<file path="src/rtl/shift_add_mul.sv">
// Multi-cycle shift-and-add multiplier: one multiplier bit per RUN cycle through a
// single shared adder, producing the low WIDTH bits of a*b with valid/ready handshakes.

module adder #(
  parameter int unsigned WIDTH = 32
) (
  input  logic [WIDTH-1:0] x,
  input  logic [WIDTH-1:0] y,
  output logic [WIDTH-1:0] sum
);
  // Carry-in 0, carry-out dropped: sums wrap modulo 2^WIDTH.
  assign sum = x + y;
endmodule

module shift_add_mul #(
  parameter int unsigned WIDTH = 32,
  parameter int unsigned CNT_W = $clog2(WIDTH) + 1
) (
  input  logic             clk,
  input  logic             rst_n,
  input  logic             in_valid,
  output logic             in_ready,
  input  logic [WIDTH-1:0] a,
  input  logic [WIDTH-1:0] b,
  input  logic             flush,
  output logic             out_valid,
  input  logic             out_ready,
  output logic [WIDTH-1:0] p,
  output logic             busy
);

  typedef enum logic [1:0] {IDLE, RUN, DONE} state_t;

  localparam int unsigned LAST_BIT = WIDTH - 1;

  state_t           state;
  state_t           state_d;
  logic             accept;
  logic             step;
  logic             finish;
  logic [WIDTH-1:0] acc;
  logic [WIDTH-1:0] mcand;
  logic [WIDTH-1:0] mplier;
  logic [WIDTH-1:0] addend;
  logic [WIDTH-1:0] sum;
  logic [CNT_W-1:0] cnt;

  assign addend = mplier[0] ? mcand : '0;

  adder #(.WIDTH(WIDTH)) u_adder (
    .x   (acc),
    .y   (addend),
    .sum (sum)
  );

  // State register.
  always_ff @(posedge clk or negedge rst_n) begin
    if (!rst_n) state <= IDLE;
    else        state <= state_d;
  end

  // Next-state and datapath control; flush overrides every other request.
  always_comb begin
    state_d = state;
    accept  = 1'b0;
    step    = 1'b0;
    finish  = 1'b0;
    case (state)
      IDLE: begin
        if (!flush && in_valid) begin
          accept  = 1'b1;
          state_d = RUN;
        end
      end
      RUN: begin
        if (flush) begin
          state_d = IDLE;
        end else begin
          step = 1'b1;
          if ((mplier >> 1) == '0 || cnt == CNT_W'(LAST_BIT)) begin
            finish  = 1'b1;
            state_d = DONE;
          end
        end
      end
      DONE: begin
        if (flush || out_ready) state_d = IDLE;
      end
      default: state_d = IDLE;
    endcase
  end

  // Status outputs registered from the next state so they track the state register.
  always_ff @(posedge clk or negedge rst_n) begin
    if (!rst_n) begin
      in_ready  <= 1'b1;
      busy      <= 1'b0;
      out_valid <= 1'b0;
    end else begin
      in_ready  <= (state_d == IDLE);
      busy      <= (state_d == RUN);
      out_valid <= (state_d == DONE);
    end
  end

  // Operand capture and one shift-add step per RUN cycle.
  always_ff @(posedge clk or negedge rst_n) begin
    if (!rst_n) begin
      acc    <= '0;
      mcand  <= '0;
      mplier <= '0;
      cnt    <= '0;
    end else if (accept) begin
      acc    <= '0;
      mcand  <= a;
      mplier <= b;
      cnt    <= '0;
    end else if (step) begin
      acc    <= sum;
      mcand  <= mcand << 1;
      mplier <= mplier >> 1;
      cnt    <= cnt + CNT_W'(1);
    end
  end

  // Result latches the final accumulator value on DONE entry and holds it afterwards.
  always_ff @(posedge clk or negedge rst_n) begin
    if (!rst_n)      p <= '0;
    else if (finish) p <= sum;
  end

endmodule

</file>
<file path="config.mk">
export PLATFORM = sky130hd
export DESIGN_NAME = shift_add_mul
export DESIGN_NICKNAME = d
export VERILOG_FILES = /design/src/rtl/shift_add_mul.sv
export SDC_FILE = /design/constraint.sdc
export NUM_CORES = 1
export LEC_CHECK = 0
export BUFFER_PORTS_ARGS = -buffer_cell sky130_fd_sc_hd__clkbuf_2
export CAP_MARGIN = 20
export CELL_PAD_IN_SITES_DETAIL_PLACEMENT = 1
export CELL_PAD_IN_SITES_GLOBAL_PLACEMENT = 1
export CORE_MARGIN = 2
export CORE_UTILIZATION = 40
export DETAILED_ROUTE_END_ITERATION = 8
export GPL_ROUTABILITY_DRIVEN = 0
export GPL_TIMING_DRIVEN = 1
export PLACE_DENSITY_LB_ADDON = 0.1
export SKIP_CTS_REPAIR_TIMING = 1
export SLEW_MARGIN = 10
export SYNTH_ARGS = -nofsm -noshare
export SYNTH_HDL_FRONTEND = slang
export SYNTH_SLANG_ARGS = --single-unit
</file>
<file path="constraint.sdc">
create_clock -name clk -period 3.4 [get_ports clk]
set_clock_uncertainty 0.2 [all_clocks]
set_input_delay 0.85 -clock clk [delete_from_list [all_inputs] [get_ports clk]]
set_output_delay 0.85 -clock clk [all_outputs]
set_load 0.01 [all_outputs]
</file>
After elaboration in Yosys (flattened, before gate mapping)
Cells that the tools add are included.
{"block": "word_totals", "reg_bits": 139, "out_inout_bits": 35, "elab_cells": 45, "input_bits": 69}
{"block": "op_classes", "n_mux": 21, "n_addsub": 2, "n_reduce_logical": 8, "n_eq_ne": 5}
{"operator": "$mux W32", "count": 7}
{"operator": "$add A32 B32 Y32", "count": 1}
{"operator": "$logic_not A32 Y1", "count": 1}
{"operator": "$mux W6", "count": 2}
{"operator": "$mux W2", "count": 4}
{"operator": "$mux W1", "count": 7}
{"operator": "$add A6 B1 Y6 const B", "count": 1}
{"operator": "$eq A6 B5 Y1 const B", "count": 1}
{"operator": "$pmux W2 S3", "count": 1}
{"operator": "$eq A2 B1 Y1 const B", "count": 2}
{"operator": "$eq A2 B2 Y1 const B", "count": 2}
{"operator": "$logic_not A2 Y1", "count": 2}
{"operator": "$logic_or A1 B1 Y1", "count": 2}
{"operator": "$reduce_bool A2 Y1", "count": 1}
{"operator": "$logic_and A1 B1 Y1", "count": 1}
{"operator": "$logic_not A1 Y1", "count": 1}

Longest topological paths before layout
{"block": "depth", "depth_word": 6, "depth_mapped": 12, "ltp_nobuf": 11}

By module
Synthesis repeated with hierarchy kept, for this count alone.
{"block": "hier_totals", "hier_cells": 797, "hier_area_um2": 7648.6}
{"mod": "shift_add_mul", "area_each_um2": 6047.0, "instances": 1, "seq_area_each_um2": 3479.6, "cells_each": 576}
{"mod": "adder", "area_each_um2": 1601.5, "instances": 1, "seq_area_each_um2": 0.0, "cells_each": 221}

Worst setup path before layout
Ideal clock, no wire load.
{"block": "synth_timing", "path_kind": "reg-to-reg", "from": "register mplier[0]", "to": "register p[24]", "stages_incl_launch_ff": 13, "required_ns": 3.069, "period_less_slack_ns": 3.107, "arrival_time_ns": 2.776, "setup_ns": 0.131, "path_buffers": 1, "slack_ns": 0.293, "path_cell_list": "dfrtp_1 -> clkbuf_1 -> and2_1 -> ha_1 -> fa_1 -> a211oi_1 -> o21ai_1 -> and2_1 -> a221oi_4 -> o21ai_2 -> a221oi_2 -> xor2_1 -> o21ai_1"}
{"block": "synth_via", "elab_chain_cells": 2}
{"item": "from (decl)", "line_no": "43", "source": "logic [WIDTH-1:0] mplier;"}
{"item": "from (signal assigned)", "line_no": "121", "source": "mplier <= mplier >> 1;"}
{"item": "$mux W32", "line_no": "48", "source": "assign addend = mplier[0] ? mcand : '0;"}
{"item": "$add A32 B32 Y32", "line_no": "12", "source": "assign sum = x + y;"}
{"item": "to (signal assigned)", "line_no": "129", "source": "else if (finish) p <= sum;"}
{"item": "to (decl)", "line_no": "28", "source": "output logic [WIDTH-1:0] p,"}
No other way between the ends.
A chain may end at the register's enable or synchronous reset.

Worst setup path after layout
{"block": "layout_timing", "from": "register mplier[0]", "to": "register acc[24]"}
{"block": "layout_via", "elab_chain_cells": 4}
{"item": "$mux W32", "line_no": "48"}
{"item": "$add A32 B32 Y32", "line_no": "12"}
{"item": "$mux W32", "line_no": "118", "source": "end else if (step) begin"}
{"item": "$mux W32", "line_no": "113", "source": "end else if (accept) begin"}
{"item": "to (signal assigned)", "line_no": "119", "source": "acc <= sum;"}
{"item": "to (decl)", "line_no": "41", "source": "logic [WIDTH-1:0] acc;"}
No other way between the ends. The select of a mux whose other input is x is not followed.

==> impl_results.html <==
<table>
<tr><th>Metric</th><th>Value</th></tr>
<tr><th colspan="2">Finish</th></tr>
<tr><td>Post-Layout Inst Area</td><td>8910 sq um</td></tr>
<tr><td>P&amp;R area growth vs syn</td><td>19.3%</td></tr>
<tr><td>Final layout net count</td><td>958</td></tr>
<tr><td>Multi-input logic area</td><td>3800 sq um</td></tr>
<tr><td>Fillers</td><td>2075</td></tr>
<tr><td>Area of all sequential standard cells</td><td>3480 sq um</td></tr>
<tr><td>Non-filler instance count after layout</td><td>1096</td></tr>
<tr><td>Layout cell share with drive strength beyond 1</td><td>0.226</td></tr>
<tr><td>Antenna diodes</td><td>0</td></tr>
<tr><th colspan="2">Critical path</th></tr>
<tr><td>Endpoint of the lowest-slack register-to-register path</td><td>acc[24]</td></tr>
<tr><td>Required time of the critical path</td><td>3.48 ns</td></tr>
<tr><td>Startpoint-to-endpoint class of the critical path</td><td>reg -&gt; reg</td></tr>
<tr><td>CP top delay family</td><td>compound AO/OA/AOI/OAI gates</td></tr>
<tr><td>Sort of element at the end of the critical path</td><td>flip-flop</td></tr>
<tr><td>Count of buffer and inverter cells on the critical path</td><td>0</td></tr>
<tr><td>Arrival time at the worst endpoint</td><td>3.33 ns</td></tr>
<tr><td>Stage delay of the slowest cell on the critical path</td><td>0.43 ns</td></tr>
<tr><td>Critical R2R Launch</td><td>mplier[0]</td></tr>
<tr><td>Worst Path Max Fanout</td><td>4</td></tr>
<tr><td>Kind of start point of the critical path</td><td>flip-flop</td></tr>
<tr><td>Cell depth of the worst setup path</td><td>11</td></tr>
<tr><td>Crit path max-delay cell type</td><td>fa_1</td></tr>
<tr><td>Register-to-register setup slack</td><td>0.15 ns</td></tr>
<tr><td>Series of cell instances along the critical path</td><td>and2_1 -&gt; ha_1 -&gt; fa_1 -&gt; a211oi_2 -&gt; o21ai_1 -&gt; and2_1 -&gt; a221oi_4 -&gt; o21ai_2 -&gt; a221oi_2 -&gt; xor2_1 -&gt; o21ai_1</td></tr>
<tr><td>Worst r2r path cells</td><td>11</td></tr>
<tr><th colspan="2">Die</th></tr>
<tr><td>Floorplan row count</td><td>49</td></tr>
<tr><td>Die Footprint</td><td>19800 sq um</td></tr>
<tr><td>Die Wd</td><td>141 um</td></tr>
<tr><td>Core Box Area</td><td>18100 sq um</td></tr>
<tr><td>Top Ports</td><td>104</td></tr>
<tr><td>Starting Density</td><td>0.411</td></tr>
<tr><td>Die Y-Extent</td><td>141 um</td></tr>
<tr><th colspan="2">Clock network</th></tr>
<tr><td>Clock insertion delay at the later pin of the skew report</td><td>0.42 ns</td></tr>
<tr><td>TritonCTS clock tree</td><td>done</td></tr>
<tr><td>Clock buffers created by TritonCTS</td><td>17</td></tr>
<tr><td>H-tree levels</td><td>4</td></tr>
<tr><td>Clock tree root buffer cell</td><td>clkbuf_16</td></tr>
<tr><td>Max Root-Sink Buffers</td><td>2</td></tr>
<tr><td>Clock transition at the registers of the reported paths</td><td>0.06 ns</td></tr>
<tr><td>Clk sinks</td><td>139</td></tr>
<tr><th colspan="2">Timing</th></tr>
<tr><td>Hold Violations, Final</td><td>0</td></tr>
<tr><td>Pin slew with the least headroom to its limit</td><td>0.647 ns</td></tr>
<tr><td>Highest attainable clock frequency</td><td>308 MHz</td></tr>
<tr><td>Pins Over Slew Limit</td><td>0</td></tr>
<tr><td>Final critical-path required period</td><td>3.25 ns</td></tr>
<tr><td>Final critical-path share of the clock period</td><td>0.955</td></tr>
<tr><td>Endpoints failing setup</td><td>0</td></tr>
<tr><td>RSZ-0062 raised after global routing</td><td>true</td></tr>
<tr><td>Worst slew slack as a fraction of its limit</td><td>0.568</td></tr>
<tr><th colspan="2">Synth</th></tr>
<tr><td>Share of Yosys cell area claimed by the top area cell type</td><td>0.463</td></tr>
<tr><td>Gate count after technology mapping</td><td>761</td></tr>
<tr><td>Yosys warns</td><td>0</td></tr>
<tr><td>Mapped Avg Cell Area</td><td>9.81 sq um</td></tr>
<tr><td>Summed instance area of the synthesized netlist</td><td>7460 sq um</td></tr>
<tr><td>Flip-flop and latch count after synthesis</td><td>139</td></tr>
<tr><td>Share of flip-flops with an asynchronous set or reset</td><td>1.00</td></tr>
<tr><td>List of most frequent post-synthesis cells</td><td>138 x dfrtp_1, 137 x nand2_1, 43 x o21ai_0</td></tr>
<tr><td>Number of nets in the synthesized netlist</td><td>863</td></tr>
<tr><td>Top cells by area, synth</td><td>dfrtp_1 46%, nand2_1 6.9%, ha_1 5.4%, a22oi_1 3.8%, mux2_2 3.6%</td></tr>
<tr><td>Library cell with the highest instance count after synthesis</td><td>dfrtp_1</td></tr>
<tr><td>Predominant post-synthesis flop cell</td><td>dfrtp_1</td></tr>
<tr><td>Number of unique standard cell types used by synthesis</td><td>59</td></tr>
<tr><td>Cell taking the most area after synthesis</td><td>dfrtp_1</td></tr>
<tr><td>Sequential element share of the synthesized area</td><td>0.466</td></tr>
<tr><td>Number of enable flip-flop cells after synthesis</td><td>0</td></tr>
<tr><th colspan="2">Global route</th></tr>
<tr><td>Grt ovf</td><td>0</td></tr>
<tr><td>Top Usage Layer GRT</td><td>met2</td></tr>
<tr><td>Routing usage on met2</td><td>0.362</td></tr>
<tr><td>Pin count of the biggest net entering global routing</td><td>78</td></tr>
<tr><td>Met3 global-route usage</td><td>0.0418</td></tr>
<tr><td>Global-route usage over all layers</td><td>0.215</td></tr>
<tr><td>Initial antenna violation count</td><td>0</td></tr>
<tr><td>GR met1 Demand/Resource</td><td>0.286</td></tr>
<tr><td>Number of global-route vias before repair</td><td>6742</td></tr>
<tr><td>Wire length of the first global-routing pass</td><td>34.3 mm</td></tr>
<tr><th colspan="2">Detailed routing</th></tr>
<tr><td>Number of iterations in the first detailed-routing pass</td><td>4</td></tr>
<tr><td>Detailed router's first-iteration violation count</td><td>245</td></tr>
<tr><td>Via count</td><td>6077</td></tr>
<tr><td>Count of unresolved DRC violations after routing</td><td>0</td></tr>
<tr><td>Detailed-route wire length per cell</td><td>18.6 um</td></tr>
<tr><td>Final wirelength</td><td>20.3 mm</td></tr>
<tr><td>Number of vias per cell</td><td>5.54</td></tr>
<tr><td>Post-detailed-route count of antenna-violating nets</td><td>0</td></tr>
<tr><th colspan="2">Placement</th></tr>
<tr><td>Count of port buffers added during placement</td><td>103</td></tr>
<tr><td>Placed insts</td><td>1063</td></tr>
<tr><td>DPL Wire Length</td><td>14.3 mm</td></tr>
<tr><td>Area after DPL</td><td>8280 sq um</td></tr>
<tr><th colspan="2">Job</th></tr>
<tr><td>Max Cap Viol</td><td>0</td></tr>
<tr><th colspan="2">Pwr</th></tr>
<tr><td>Power Density</td><td>548 nW/um^2</td></tr>
<tr><td>Static Leak</td><td>4.42 nW</td></tr>
<tr><td>Maximum vdd ir drop</td><td>0.348 mV</td></tr>
<tr><th colspan="2">Worst hold path</th></tr>
<tr><td>Class of the tightest hold or removal check</td><td>in -&gt; async</td></tr>
<tr><th colspan="2">Status</th></tr>
<tr><td>Run status</td><td>complete, no violations</td></tr>
</table>
layout by cell type, fill, tap and decap left out, drive strengths merged, types with 15 or more instances in the layout:
master	n
mux2	26
xnor2	18
clkbuf	123
xor2	15
a21oi	39
a22o	26
nor2	24
buf	18
a22oi	38
ha	32
and2	34
inv	16
o21ai	54
nand2	137
dfrtp	138
cell type report:
type / instances / area share
repair buffers: 120 / 0.0785
clock inverters: 9 / 0.0125
inverters: 13 / 0.00548
clock buffers: 21 / 0.0539
well taps: 229 / 0.0322
multi-input cells: 565 / 0.427
flip-flops and latches: 139 / 0.391
state kept, by name, indices dropped and copies added, names as in the netlist:
| name | cells |
|---|---|
| acc | 32 |
| mcand | 32 |
| mplier | 32 |
| p | 32 |
| cnt | 6 |
| state | 2 |
| busy | 1 |
| in_ready | 1 |
| out_valid | 1 |
metal layers:
layer  vias to the layer above  share of wire  routed length [um]
met4                         0          0.015                 299
met5                         -              0                   0
met1                      3028           0.47                9590
met3                        21          0.030                 601
met2                       106           0.48                9840
li1                       2922              -                   -
cells by family after synthesis:
family / share of synthesized area
DFF: 0.466
AOI/OAI and AO/OA: 0.197
xor gates and xnor gates: 0.0387
and+or+nand+nor: 0.155
muxes: 0.0567
buffers and inverters: 0.0293
adders and majority gates: 0.0563
power breakdown:
part / internal [mW] / leakage, nW / total, mW / switching (mW)
clock: 1.15 / 0.288 / 1.89 / 0.733
sequential: 1.87 / 1.85 / 2.04 / 0.174
combinational: 0.394 / 2.29 / 0.953 / 0.559
metrics by stage:
| step | worst slack, ns | setup TNS (ns) | hold slack [ns] | utilization | power (mW) |
|---|---|---|---|---|---|
| after floorplan | 0.293 | 0 | 0.255 | - | 2.67 |
| after global placement | 0.233 | 0 | 0.264 | 0.456 | 2.97 |
| after detailed placement | 0.132 | 0 | 0.274 | 0.456 | 3.02 |
| after CTS | 0.104 | 0 | 0.250 | 0.489 | 4.94 |
| after global routing | -0.0455 | -0.0885 | 0.271 | 0.491 | 5.16 |
| final | 0.155 | 0 | 0.220 | 0.491 | 4.88 |
worst max-delay path by stage:
stage                   start      end  slack, ns
floorplan           mplier[0]    p[24]       0.29
global placement     mcand[0]  acc[24]       0.23
detailed placement  mplier[0]  acc[28]       0.13
CTS                 mplier[0]  acc[24]       0.10
global route         mcand[0]  acc[24]      -0.05
finish              mplier[0]  acc[24]       0.15
No activity file was read; power rests on OpenSTA's default activity.
